<file path="src/rtl/axil_hc_regbank_slave_if.sv">
// AXI-Lite bundle: 32-bit address/data, byte strobes,
// and 2-bit responses. Each channel uses a valid/ready handshake.
interface axi_lite_if;
  logic [31:0] awaddr;
  logic        awvalid;
  logic        awready;
  logic [31:0] wdata;
  logic [3:0]  wstrb;
  logic        wvalid;
  logic        wready;
  logic [1:0]  bresp;
  logic        bvalid;
  logic        bready;
  logic [31:0] araddr;
  logic        arvalid;
  logic        arready;
  logic [31:0] rdata;
  logic [1:0]  rresp;
  logic        rvalid;
  logic        rready;

  modport master (
    output awaddr, awvalid,
    output wdata, wstrb, wvalid,
    output bready,
    output araddr, arvalid,
    output rready,
    input  awready, wready,
    input  bresp, bvalid,
    input  arready,
    input  rdata, rresp, rvalid
  );

  modport slave (
    input  awaddr, awvalid,
    input  wdata, wstrb, wvalid,
    input  bready,
    input  araddr, arvalid,
    input  rready,
    output awready, wready,
    output bresp, bvalid,
    output arready,
    output rdata, rresp, rvalid
  );
endinterface

</file>
<file path="src/rtl/axil_hc_regbank_slave.sv">
// AXI-Lite register bank slave with independent write/read FSMs,
// programmable response latency and SLVERR on out-of-range access.
module axil_hc_regbank_slave #(
  parameter logic [31:0] BASE_ADDR   = 32'h0000_0000,
  parameter int          N_REGS      = 16,
  parameter int          WAIT_CYCLES = 0
) (
  input  logic                 clk,
  input  logic                 rst,
  axi_lite_if.slave            s_axil,
  output logic [N_REGS*32-1:0] regs_o
);

  localparam int          IW     = (N_REGS > 1) ? $clog2(N_REGS) : 1;
  localparam logic [32:0] SPAN   = 33'(4 * N_REGS);
  localparam logic [3:0]  WLAST  = 4'(WAIT_CYCLES - 1);
  localparam logic [1:0]  OKAY   = 2'b00;
  localparam logic [1:0]  SLVERR = 2'b10;

  typedef enum logic [1:0] {
    W_IDLE,
    W_DELAY,
    W_RESP
  } wst_e;

  typedef enum logic [1:0] {
    R_IDLE,
    R_DELAY,
    R_RESP
  } rst_e;

  function automatic logic hit(input logic [31:0] a);
    logic [32:0] off;
    off = {1'b0, a} - {1'b0, BASE_ADDR};
    return off < SPAN;
  endfunction

  function automatic logic [IW-1:0] idx(input logic [31:0] a);
    logic [31:0] off;
    off = a - BASE_ADDR;
    return IW'(off >> 2);
  endfunction

  logic [31:0] regs_q [N_REGS];

  wst_e        w_st_q, w_st_d;
  logic [3:0]  w_cnt_q, w_cnt_d;
  logic        aw_held_q, w_held_q;
  logic [31:0] awaddr_q, wdata_q;
  logic [3:0]  wstrb_q;
  logic [1:0]  bresp_q;

  rst_e        r_st_q, r_st_d;
  logic [3:0]  r_cnt_q, r_cnt_d;
  logic [31:0] rdata_q;
  logic [1:0]  rresp_q;

  logic          aw_take, w_take, w_commit;
  logic [31:0]   waddr, wdat;
  logic [3:0]    wstb;
  logic          w_hit;
  logic [IW-1:0] w_idx;
  logic          r_take, r_hit;
  logic [IW-1:0] r_idx;

  // AW and W are captured independently; commit needs both.
  always_comb begin
    aw_take  = (w_st_q == W_IDLE) && !aw_held_q && s_axil.awvalid;
    w_take   = (w_st_q == W_IDLE) && !w_held_q && s_axil.wvalid;
    w_commit = (w_st_q == W_IDLE) &&
               (aw_held_q || aw_take) &&
               (w_held_q || w_take);
    waddr    = aw_held_q ? awaddr_q : s_axil.awaddr;
    wdat     = w_held_q ? wdata_q : s_axil.wdata;
    wstb     = w_held_q ? wstrb_q : s_axil.wstrb;
    w_hit    = hit(waddr);
    w_idx    = idx(waddr);
    r_take   = (r_st_q == R_IDLE) && s_axil.arvalid;
    r_hit    = hit(s_axil.araddr);
    r_idx    = idx(s_axil.araddr);
  end

  always_comb begin
    w_st_d  = w_st_q;
    w_cnt_d = w_cnt_q;
    unique case (w_st_q)
      W_IDLE: begin
        if (w_commit) begin
          w_cnt_d = '0;
          w_st_d  = (WAIT_CYCLES > 0) ? W_DELAY : W_RESP;
        end
      end
      W_DELAY: begin
        if (w_cnt_q == WLAST) w_st_d = W_RESP;
        else w_cnt_d = w_cnt_q + 4'd1;
      end
      W_RESP: begin
        if (s_axil.bready) w_st_d = W_IDLE;
      end
      default: w_st_d = W_IDLE;
    endcase
  end

  always_comb begin
    r_st_d  = r_st_q;
    r_cnt_d = r_cnt_q;
    unique case (r_st_q)
      R_IDLE: begin
        if (r_take) begin
          r_cnt_d = '0;
          r_st_d  = (WAIT_CYCLES > 0) ? R_DELAY : R_RESP;
        end
      end
      R_DELAY: begin
        if (r_cnt_q == WLAST) r_st_d = R_RESP;
        else r_cnt_d = r_cnt_q + 4'd1;
      end
      R_RESP: begin
        if (s_axil.rready) r_st_d = R_IDLE;
      end
      default: r_st_d = R_IDLE;
    endcase
  end

  always_ff @(posedge clk) begin
    if (rst) begin
      w_st_q  <= W_IDLE;
      w_cnt_q <= '0;
      r_st_q  <= R_IDLE;
      r_cnt_q <= '0;
    end else begin
      w_st_q  <= w_st_d;
      w_cnt_q <= w_cnt_d;
      r_st_q  <= r_st_d;
      r_cnt_q <= r_cnt_d;
    end
  end

  always_ff @(posedge clk) begin
    if (rst) begin
      aw_held_q <= 1'b0;
      w_held_q  <= 1'b0;
      awaddr_q  <= '0;
      wdata_q   <= '0;
      wstrb_q   <= '0;
      bresp_q   <= OKAY;
    end else begin
      if (aw_take) begin
        awaddr_q  <= s_axil.awaddr;
        aw_held_q <= 1'b1;
      end
      if (w_take) begin
        wdata_q  <= s_axil.wdata;
        wstrb_q  <= s_axil.wstrb;
        w_held_q <= 1'b1;
      end
      if (w_commit) bresp_q <= w_hit ? OKAY : SLVERR;
      if ((w_st_q == W_RESP) && s_axil.bready) begin
        aw_held_q <= 1'b0;
        w_held_q  <= 1'b0;
      end
    end
  end

  // Nonblocking update: a read taken on the commit edge sees old data.
  always_ff @(posedge clk) begin
    if (rst) begin
      for (int i = 0; i < N_REGS; i++) regs_q[i] <= '0;
    end else if (w_commit && w_hit) begin
      for (int b = 0; b < 4; b++) begin
        if (wstb[b]) regs_q[w_idx][8*b +: 8] <= wdat[8*b +: 8];
      end
    end
  end

  always_ff @(posedge clk) begin
    if (rst) begin
      rdata_q <= '0;
      rresp_q <= OKAY;
    end else if (r_take) begin
      rdata_q <= r_hit ? regs_q[r_idx] : '0;
      rresp_q <= r_hit ? OKAY : SLVERR;
    end
  end

  assign s_axil.awready = (w_st_q == W_IDLE) && !aw_held_q;
  assign s_axil.wready  = (w_st_q == W_IDLE) && !w_held_q;
  assign s_axil.bvalid  = (w_st_q == W_RESP);
  assign s_axil.bresp   = bresp_q;
  assign s_axil.arready = (r_st_q == R_IDLE);
  assign s_axil.rvalid  = (r_st_q == R_RESP);
  assign s_axil.rdata   = rdata_q;
  assign s_axil.rresp   = rresp_q;

  for (genvar i = 0; i < N_REGS; i++) begin : g_out
    assign regs_o[32*i +: 32] = regs_q[i];
  end

endmodule
</file>
<file path="src/flat_wrapper.sv">
// flat-port wrapper written by rule: the top's interface ports become plain ports
module axil_hc_regbank_slave_flat 
#(
  parameter logic [31:0] BASE_ADDR   = 32'h0000_0000,
  parameter int          N_REGS      = 16,
  parameter int          WAIT_CYCLES = 0
)
  (clk, rst, regs_o, s_axil_awaddr, s_axil_awvalid, s_axil_wdata, s_axil_wstrb, s_axil_wvalid, s_axil_bready, s_axil_araddr, s_axil_arvalid, s_axil_rready, s_axil_awready, s_axil_wready, s_axil_bresp, s_axil_bvalid, s_axil_arready, s_axil_rdata, s_axil_rresp, s_axil_rvalid);
  axi_lite_if s_axil_i ();
  input  logic clk;
  input  logic rst;
  output logic [N_REGS*32-1:0] regs_o;
  input wire logic [$bits(s_axil_i.awaddr)-1:0] s_axil_awaddr;
  input wire logic [$bits(s_axil_i.awvalid)-1:0] s_axil_awvalid;
  input wire logic [$bits(s_axil_i.wdata)-1:0] s_axil_wdata;
  input wire logic [$bits(s_axil_i.wstrb)-1:0] s_axil_wstrb;
  input wire logic [$bits(s_axil_i.wvalid)-1:0] s_axil_wvalid;
  input wire logic [$bits(s_axil_i.bready)-1:0] s_axil_bready;
  input wire logic [$bits(s_axil_i.araddr)-1:0] s_axil_araddr;
  input wire logic [$bits(s_axil_i.arvalid)-1:0] s_axil_arvalid;
  input wire logic [$bits(s_axil_i.rready)-1:0] s_axil_rready;
  output wire logic [$bits(s_axil_i.awready)-1:0] s_axil_awready;
  output wire logic [$bits(s_axil_i.wready)-1:0] s_axil_wready;
  output wire logic [$bits(s_axil_i.bresp)-1:0] s_axil_bresp;
  output wire logic [$bits(s_axil_i.bvalid)-1:0] s_axil_bvalid;
  output wire logic [$bits(s_axil_i.arready)-1:0] s_axil_arready;
  output wire logic [$bits(s_axil_i.rdata)-1:0] s_axil_rdata;
  output wire logic [$bits(s_axil_i.rresp)-1:0] s_axil_rresp;
  output wire logic [$bits(s_axil_i.rvalid)-1:0] s_axil_rvalid;
  assign s_axil_i.awaddr = s_axil_awaddr;
  assign s_axil_i.awvalid = s_axil_awvalid;
  assign s_axil_i.wdata = s_axil_wdata;
  assign s_axil_i.wstrb = s_axil_wstrb;
  assign s_axil_i.wvalid = s_axil_wvalid;
  assign s_axil_i.bready = s_axil_bready;
  assign s_axil_i.araddr = s_axil_araddr;
  assign s_axil_i.arvalid = s_axil_arvalid;
  assign s_axil_i.rready = s_axil_rready;
  assign s_axil_awready = s_axil_i.awready;
  assign s_axil_wready = s_axil_i.wready;
  assign s_axil_bresp = s_axil_i.bresp;
  assign s_axil_bvalid = s_axil_i.bvalid;
  assign s_axil_arready = s_axil_i.arready;
  assign s_axil_rdata = s_axil_i.rdata;
  assign s_axil_rresp = s_axil_i.rresp;
  assign s_axil_rvalid = s_axil_i.rvalid;
  axil_hc_regbank_slave #(.BASE_ADDR(BASE_ADDR), .N_REGS(N_REGS), .WAIT_CYCLES(WAIT_CYCLES)) u_core (.clk(clk), .rst(rst), .s_axil(s_axil_i), .regs_o(regs_o));
endmodule
</file>
<file path="config.mk">
export PLATFORM = sky130hd
export DESIGN_NAME = axil_hc_regbank_slave_flat
export DESIGN_NICKNAME = d
export VERILOG_FILES = /design/src/rtl/axil_hc_regbank_slave_if.sv /design/src/rtl/axil_hc_regbank_slave.sv /design/src/flat_wrapper.sv
export SDC_FILE = /design/constraint.sdc
export NUM_CORES = 1
export LEC_CHECK = 0
export CORE_AREA = 2 2 258 260
export DETAILED_ROUTE_END_ITERATION = 12
export DIE_AREA = 0 0 260 262
export PLACE_DENSITY = 0.7
export SYNTH_ARGS = -nofsm -noshare
export SYNTH_HDL_FRONTEND = slang
export SYNTH_SLANG_ARGS = --single-unit
</file>
<file path="constraint.sdc">
create_clock -name clk -period 7.2 [get_ports clk]
set_input_delay 0.72 -clock clk [delete_from_list [all_inputs] [get_ports clk]]
set_output_delay 0.72 -clock clk [all_outputs]
set_load 0.03 [all_outputs]
</file>
# Word level (Yosys, flattened, before mapping)
# Memories as Yosys holds them, arrays and structs flattened.
# Cells that the tools add are included.
# Widths: inputs -> output; s select.
[totals] word_cells=95 register_bits=118 out_inout_bits=553 ram_bits=512 n_memories=1
[memory_table] name="u_core.regs_q" depth=16 width=32 rd=17 rd_ports_with_merged_regs=0 wr=16 line="axil_hc_regbank_slave.sv:44" text="logic [31:0] regs_q [N_REGS];"
[classes] mux=41 magnitude_cmp=2 reduce_logical=23 n_eq_ne=14 addsub=2
[op_table] cell="$mux 32" count=4
[op_table] cell="$lt 32x7->1 const B" count=2
[op_table] cell="$reduce_or 32->1" count=1
[op_table] cell="$mux 4" count=7
[op_table] cell="$mux 1" count=18
[op_table] cell="$mux 2" count=8
[op_table] cell="$pmux 4 s2" count=2
[op_table] cell="$pmux 2 s3" count=2
[op_table] cell="$reduce_and 3->1" count=4
[op_table] cell="$logic_and 1x1->1" count=9
[op_table] cell="$add 4x1->4 const B" count=2
[op_table] cell="$eq 4x4->1 const B" count=2
[op_table] cell="$ne 2x1->1 const B" count=4
[op_table] cell="$ne 2x2->1 const B" count=4
[op_table] cell="$eq 2x1->1 const B" count=2
[op_table] cell="$eq 2x2->1 const B" count=2
[op_table] cell="$logic_not 2->1" count=2
[op_table] cell="$reduce_bool 2->1" count=2
[op_table] cell="$logic_not 1->1" count=2
[op_table] cell="$logic_or 1x1->1" count=2
[op_table] cell="$reduce_or 2->1" count=1

# Depth between registers and ports, before layout
# Gate-level depths: netlist of run 1.
[depth] ltp_word=12 depth_mapped=8 mapped_depth_nobuf=5

# Least setup slack after synthesis of run 1
# Ideal clock, no wire load.
[synth_path] path_type="input to register" start="in s_axil_awaddr[19]" end="mem u_core.regs_q[6][0], enable pin" setup_time_ns=0.375 n_path_buf=1 arrival_time_ns=2.368 slack_ns=4.457 cell_stages=6 path_cell_list="nor4_1 > nand3_1 > o22ai_2 > nand4_1 > clkbuf_1 > o21bai_1"
[synth_rtl] item="start, declared" line="flat_wrapper.sv:13" text="input wire logic [$bits(s_axil_i.awaddr)-1:0] s_axil_awaddr;"
[synth_rtl] item="end, declared" line="axil_hc_regbank_slave.sv:44"

==> flow_metrics.env, run 1 <==
export IMPL_grt_pass1_wl_um=151000
export IMPL_rr_worst_depth=5
export IMPL_fmax_mhz=253
export IMPL_start_kind="flip-flop"
export IMPL_cts_resized=0
export IMPL_ys_warnings_count=0
export IMPL_tightest_slew_ns=1.38
export IMPL_post_cts_buffers=0
export IMPL_crit_fanout=22
export IMPL_yosysTopAreaCell="edfxtp_1"
export IMPL_drive_gt1_frac=0.0779
export IMPL_crit_type="flip-flop to flip-flop"
export IMPL_routed_via_density=6.10
export IMPL_path_clk_slew_ns=0.06
export IMPL_maxCapViolCount=0
export IMPL_antenna_found_initial=1
export IMPL_rsz0062_at_grt="false"
export IMPL_pin_count=660
export IMPL_drt_iter0_drc=2767
export IMPL_leakage_nw=12.3
export IMPL_drc_errors=0
export IMPL_htreeDepth=3
export IMPL_ys_seq_elements=616
export IMPL_report_final_setup_viol=0
export IMPL_hp_class="flip-flop to flip-flop"
export IMPL_diodes=0
export IMPL_first_pass_iters=5
export IMPL_synth_top_area_share=0.557
export IMPL_cts_root_buf="clkbuf_16"
export IMPL_final_setup_tns_ns=0
export IMPL_area_growth_pct=33.5
export IMPL_routed_wl_um=107000
export IMPL_synthTopCellsByArea="edfxtp_1 56%, nor3_1 9.4%, dfxtp_1 7.5%, mux2i_1 4.6%, nand2_1 3.1%"
export IMPL_final_max_slew_viol_count=0
export IMPL_overflow=0
export IMPL_cp_data_arrival_time_ns=4.15
export IMPL_peakVddDrop_v=0.000178
export IMPL_layout_cells_non_filler=3790
export IMPL_cts_made_buffers=67
export IMPL_grt_pass1_vias=21700
export IMPL_dp_cells=3667
export IMPL_crit_path_end_kind="flip-flop"
export IMPL_slew_headroom=0.0806
export IMPL_hold_viol_final=0
export IMPL_period_share=0.549
export IMPL_netlist_area_sq_um=27600
export IMPL_num_rows=94
export IMPL_fin_skew_ns=0.0313
export IMPL_num_vias=23100
export IMPL_die_y_um=262
export IMPL_gp_congestion=0.945
export IMPL_hold_buffers=0
export IMPL_ant_nets=0
export IMPL_required_ns=7.40
export IMPL_ys_types=46
export IMPL_multi_input_area_sq_um=9060
export IMPL_dp_hpwl_um=76500
export IMPL_synth_edff_count=512
export IMPL_reg2reg_setup_slack_ns=3.24
export IMPL_clock_sinks=616
export IMPL_post_route_min_period_ns=3.96
export IMPL_port_buffers=653
export IMPL_avgRoutedWirePerCell_um=28.3
export IMPL_coreArea_sq_um=65300
export IMPL_start_util=0.423
export IMPL_grt_usage=0.304
export IMPL_yosys_top_cells_count="518 x nor3_1, 512 x edfxtp_1, 228 x nand2_1, 176 x clkbuf_1, 130 x a21oi_1"
export IMPL_synth_most_common_cell="nor3_1"
export IMPL_total_power_mw=8.77
export IMPL_p_per_area_nw_per_um2=238
export IMPL_synth_flop_cell="edfxtp_1"
export IMPL_grt_max_degree=86
export IMPL_cts_tree="yes"
export IMPL_die_x_um=260
export IMPL_dieArea_sq_um=68100
export IMPL_nFillCells=5346
export IMPL_register_area_sq_um=17500
export IMPL_synthArstFlopShare=0
export IMPL_status="completed"
export IMPL_hold_depth=2
export IMPL_fin_nets=2979
export IMPL_cts_buffer_depth=3
export IMPL_syn_area_per_cell_sq_um=11.8
export IMPL_seq_area_frac_synth=0.632
export IMPL_insertion_delay_ns=0.62
export IMPL_netlist_instances=2348
## logic make-up (layout without fill, tap and decap cells)
group                  after synthesis  in the layout  synth area share
other                                1              2          0.000136
and+or+nand+nor                    830            830             0.142
DFF                                616            616             0.632
muxes                              162            162            0.0733
buffers and inverters              277            854            0.0437
AOI/OAI and AO/OA                  462            462             0.109
## cell usage in the layout, fill, tap and decap left out, drive strengths merged, types with 31 or more instances in the layout
master,Yosys,routed
clkdlybuf4s50,0,648
nand2,228,228
clkbuf,176,83
o21bai,65,65
mux2i,128,128
mux4,32,32
o211ai,32,32
dfxtp,104,104
a21o,31,31
nor3,518,518
a22oi,53,53
a221o,32,32
o21ai,94,94
buf,90,72
edfxtp,512,512
a21oi,130,130
## layout make-up
type,instances,area share
inverter,11,0.00112
tap,864,0.0293
timing repair buffer,720,0.191
clock buffer,83,0.0502
clock inverter,40,0.00977
sequential,616,0.473
multi-input combinational,1456,0.246
## flip-flops by register name, indices dropped and copies added, names as in the netlist
name                 count
u_core.s_axil.bresp      1
u_core.s_axil.rdata     32
u_core.regs_q          512
u_core.w_held_q          1
u_core.aw_held_q         1
u_core.awaddr_q         30
u_core.r_st_q            1
u_core.wstrb_q           4
u_core.s_axil.rresp      1
u_core.wdata_q          32
u_core.w_st_q            1
## critical path: stages (launching register included)
cell and delay (ns):
dfxtp_1 0.94, nor2_1 0.15, nor3_1 0.88, nand4_1 0.16, buf_4 0.31, o21bai_1 1.10
## per-stage QoR
stage | instance area [sq um] | setup WS, ns | hold WS (ns) | utilization
floorplan | 27600 | 4.46 | 0.431 | -
finish | 36900 | 3.24 | 0.452 | 0.565
CTS | 36900 | 3.34 | 0.452 | 0.565
global placement | 34700 | 3.26 | 0.437 | 0.531
global route | 36900 | 3.11 | 0.469 | 0.565
detailed placement | 34700 | 3.16 | 0.444 | 0.531
## layer usage
layer	wire length [um]	GRT usage	up-vias
li1	-	-	9934
met2	48500	0.464	1660
met4	3750	0.104	0
met5	0	0	-
met1	41800	0.420	11300
met3	13200	0.0817	203
## where the power goes
group          leakage (nW)  switching, mW  internal [mW]
combinational          5.06          0.814          0.386
sequential             6.13         0.0977           3.98
clock                  1.10           1.47           2.02
## path summary, 6_finish.rpt
path | from | end
min reg2reg | u_core.s_axil.rdata[28]$_SDFFE_PP0P_ | u_core.s_axil.rdata[28]$_SDFFE_PP0P_
min | u_core.s_axil.rdata[28]$_SDFFE_PP0P_ | u_core.s_axil.rdata[28]$_SDFFE_PP0P_
max reg2reg | u_core.aw_held_q$_SDFFE_PP0P_ | u_core.regs_q[9][31]$_SDFFCE_PN0P_
max | u_core.aw_held_q$_SDFFE_PP0P_ | u_core.regs_q[9][31]$_SDFFCE_PN0P_
Power figures use the tool's default switching activity.
==> run 2: changes to the inputs <==
Settings changed: CORE_AREA 2 2 258 260 to 2 2 259 261, DIE_AREA 0 0 260 262 to 0 0 261 263, PLACE_DENSITY 0.7 to 0.72.
Clock period 7.2 ns to 3.3 ns, I/O delays scaled along.
==> flow_metrics.env, run 2 (synthesis gave the netlist of run 1 again) <==
export IMPL_status="completed"
export IMPL_clock_sinks=616
export IMPL_largest_reg_flops=512
export IMPL_port_buffers=653
export IMPL_ant_nets=0
export IMPL_rr_worst_depth=6
export IMPL_gp_congestion=0.939
export IMPL_met1_usage=0.420
export IMPL_grt_usage=0.308
export IMPL_cp_data_arrival_time_ns=3.32
export IMPL_num_rows=94
export IMPL_r2r_start="u_core.aw_held_q$_SDFFE_PP0P_"
export IMPL_period_share=0.881
export IMPL_hp_start="rst"
export IMPL_grt_pass1_wl_um=155000
export IMPL_coreArea_sq_um=65600
export IMPL_area_growth_pct=36.1
export IMPL_leakage_nw=12.7
export IMPL_start_kind="flip-flop"
export IMPL_final_setup_tns_ns=0
export IMPL_grt_util_met2=0.475
export IMPL_grt_pass1_vias=22400
export IMPL_cts_buffer_depth=3
export IMPL_required_ns=3.71
export IMPL_cts_root_buf="clkbuf_16"
export IMPL_fmax_mhz=344
export IMPL_die_x_um=261
export IMPL_mostFrequentLayoutCell="clkdlybuf4s50_1"
export IMPL_tightest_slew_ns=1.07
export IMPL_cts_resized=0
export IMPL_mostFrequentLayoutCells="648 x clkdlybuf4s50_1, 517 x nor3_1, 512 x edfxtp_1, 228 x nand2_1, 142 x buf_4"
export IMPL_rsz0062_at_grt="false"
export IMPL_grt_max_degree=129
export IMPL_routed_via_density=6.06
export IMPL_report_final_setup_viol=0
export IMPL_hold_viol_final=0
export IMPL_post_cts_buffers=0
export IMPL_overflow=0
export IMPL_crit_start="u_core.aw_held_q$_SDFFE_PP0P_"
export IMPL_rr_endpoint="u_core.regs_q[13][26]$_SDFFCE_PN0P_"
export IMPL_slew_headroom=0.286
export IMPL_routed_wl_um=109000
export IMPL_drt_iter0_drc=2958
export IMPL_hold_buffers=0
export IMPL_fin_skew_ns=0.0304
export IMPL_regMostFlops="u_core.regs_q"
export IMPL_pin_count=660
export IMPL_insertion_delay_ns=0.61
export IMPL_peakVddDrop_v=0.000307
export IMPL_die_y_um=263
export IMPL_crit_fanout=128
export IMPL_drc_errors=0
export IMPL_grt_busiest_layer="met2"
export IMPL_start_util=0.421
export IMPL_path_clk_slew_ns=0.06
export IMPL_crit_path_end_kind="flip-flop"
export IMPL_final_max_slew_viol_count=0
export IMPL_post_route_min_period_ns=2.91
export IMPL_avgRoutedWirePerCell_um=28.1
export IMPL_htreeDepth=3
export IMPL_drive_gt1_frac=0.100
export IMPL_maxCapViolCount=0
export IMPL_reg2reg_setup_slack_ns=0.39
export IMPL_first_pass_iters=5
export IMPL_p_per_area_nw_per_um2=507
export IMPL_dieArea_sq_um=68600
export IMPL_cts_tree="yes"
export IMPL_grtUsageMet3=0.0793
export IMPL_total_power_mw=19.1
export IMPL_num_vias=23400
export IMPL_setup_worst_path_end="u_core.regs_q[13][26]$_SDFFCE_PN0P_"
export IMPL_fin_nets=3063
export IMPL_crit_type="flip-flop to flip-flop"
export IMPL_cts_made_buffers=66
export IMPL_antenna_found_initial=1
export IMPL_dp_hpwl_um=77500
export IMPL_hp_class="primary input to flip-flop"
## run 2: cell count changes in the layout (fill, tap and decap cells not counted), moves of 3 or more
| cell | change |
|---|---|
| clkinv_2 | -8 |
| inv_6 | -3 |
| buf_12 | +11 |
| buf_4 | +74 |
| clkbuf_1 | +6 |
| clkinvlp_4 | +3 |
| inv_4 | -3 |
## run 2: cell type report
type	count	area, sq um
diodes	1	2.50
clock buffers	89	1860
clock inverters	29	285
fillers	5345	28000
inverters	11	41.3
multi-input cells	1456	9060
flip-flops and latches	616	17500
well taps	864	1080
repair buffers	805	7820
## run 2: worst max-delay path: stages (launching register included)
cell	delay, ns
dfxtp_1	0.48
nor4b_1	0.28
nand2_1	0.14
o41ai_4	0.56
nand4_1	0.38
buf_12	0.30
nor3_1	0.36
## run 2: worst min-delay path by stage
stage                                                 to  depth (start not counted)
floorplan                  u_core.r_st_q[1]$_SDFFE_PP0P_                          1
CTS                       u_core.wstrb_q[1]$_SDFFE_PP0P_                          2
global route              u_core.wstrb_q[1]$_SDFFE_PP0P_                          2
finish                    u_core.wstrb_q[1]$_SDFFE_PP0P_                          2
global placement        u_core.awaddr_q[29]$_SDFFE_PP0P_                          2
detailed placement  u_core.s_axil.rdata[15]$_SDFFE_PP0P_                          2
## run 2: metrics by stage
step / utilization / area, sq um / instances / hold WS, ns / worst slack [ns]
floorplan: - / 27600 / 2349 / 0.430 / 0.834
global route: 0.573 / 37600 / 3870 / 0.141 / 0.429
CTS: 0.573 / 37600 / 3870 / 0.0947 / 0.592
finish: 0.573 / 37600 / 3871 / 0.116 / 0.393
global placement: 0.540 / 35500 / 3752 / 0.439 / 0.481
detailed placement: 0.540 / 35500 / 3752 / 0.443 / 0.399
## run 2: metal layers
metal  vias to the layer above  routed length, um  part of all wire
met2                      1660              49500              0.46
li1                      10100                  -                 -
met1                     11500              42400              0.39
met4                         0               4290             0.039
met3                       226              12400              0.11
met5                         -                  0                 0
## run 2: power by group
part	total, mW	internal (mW)	switching [mW]
combinational	2.73	0.929	1.80
clock	7.43	4.36	3.07
sequential	8.89	8.68	0.217
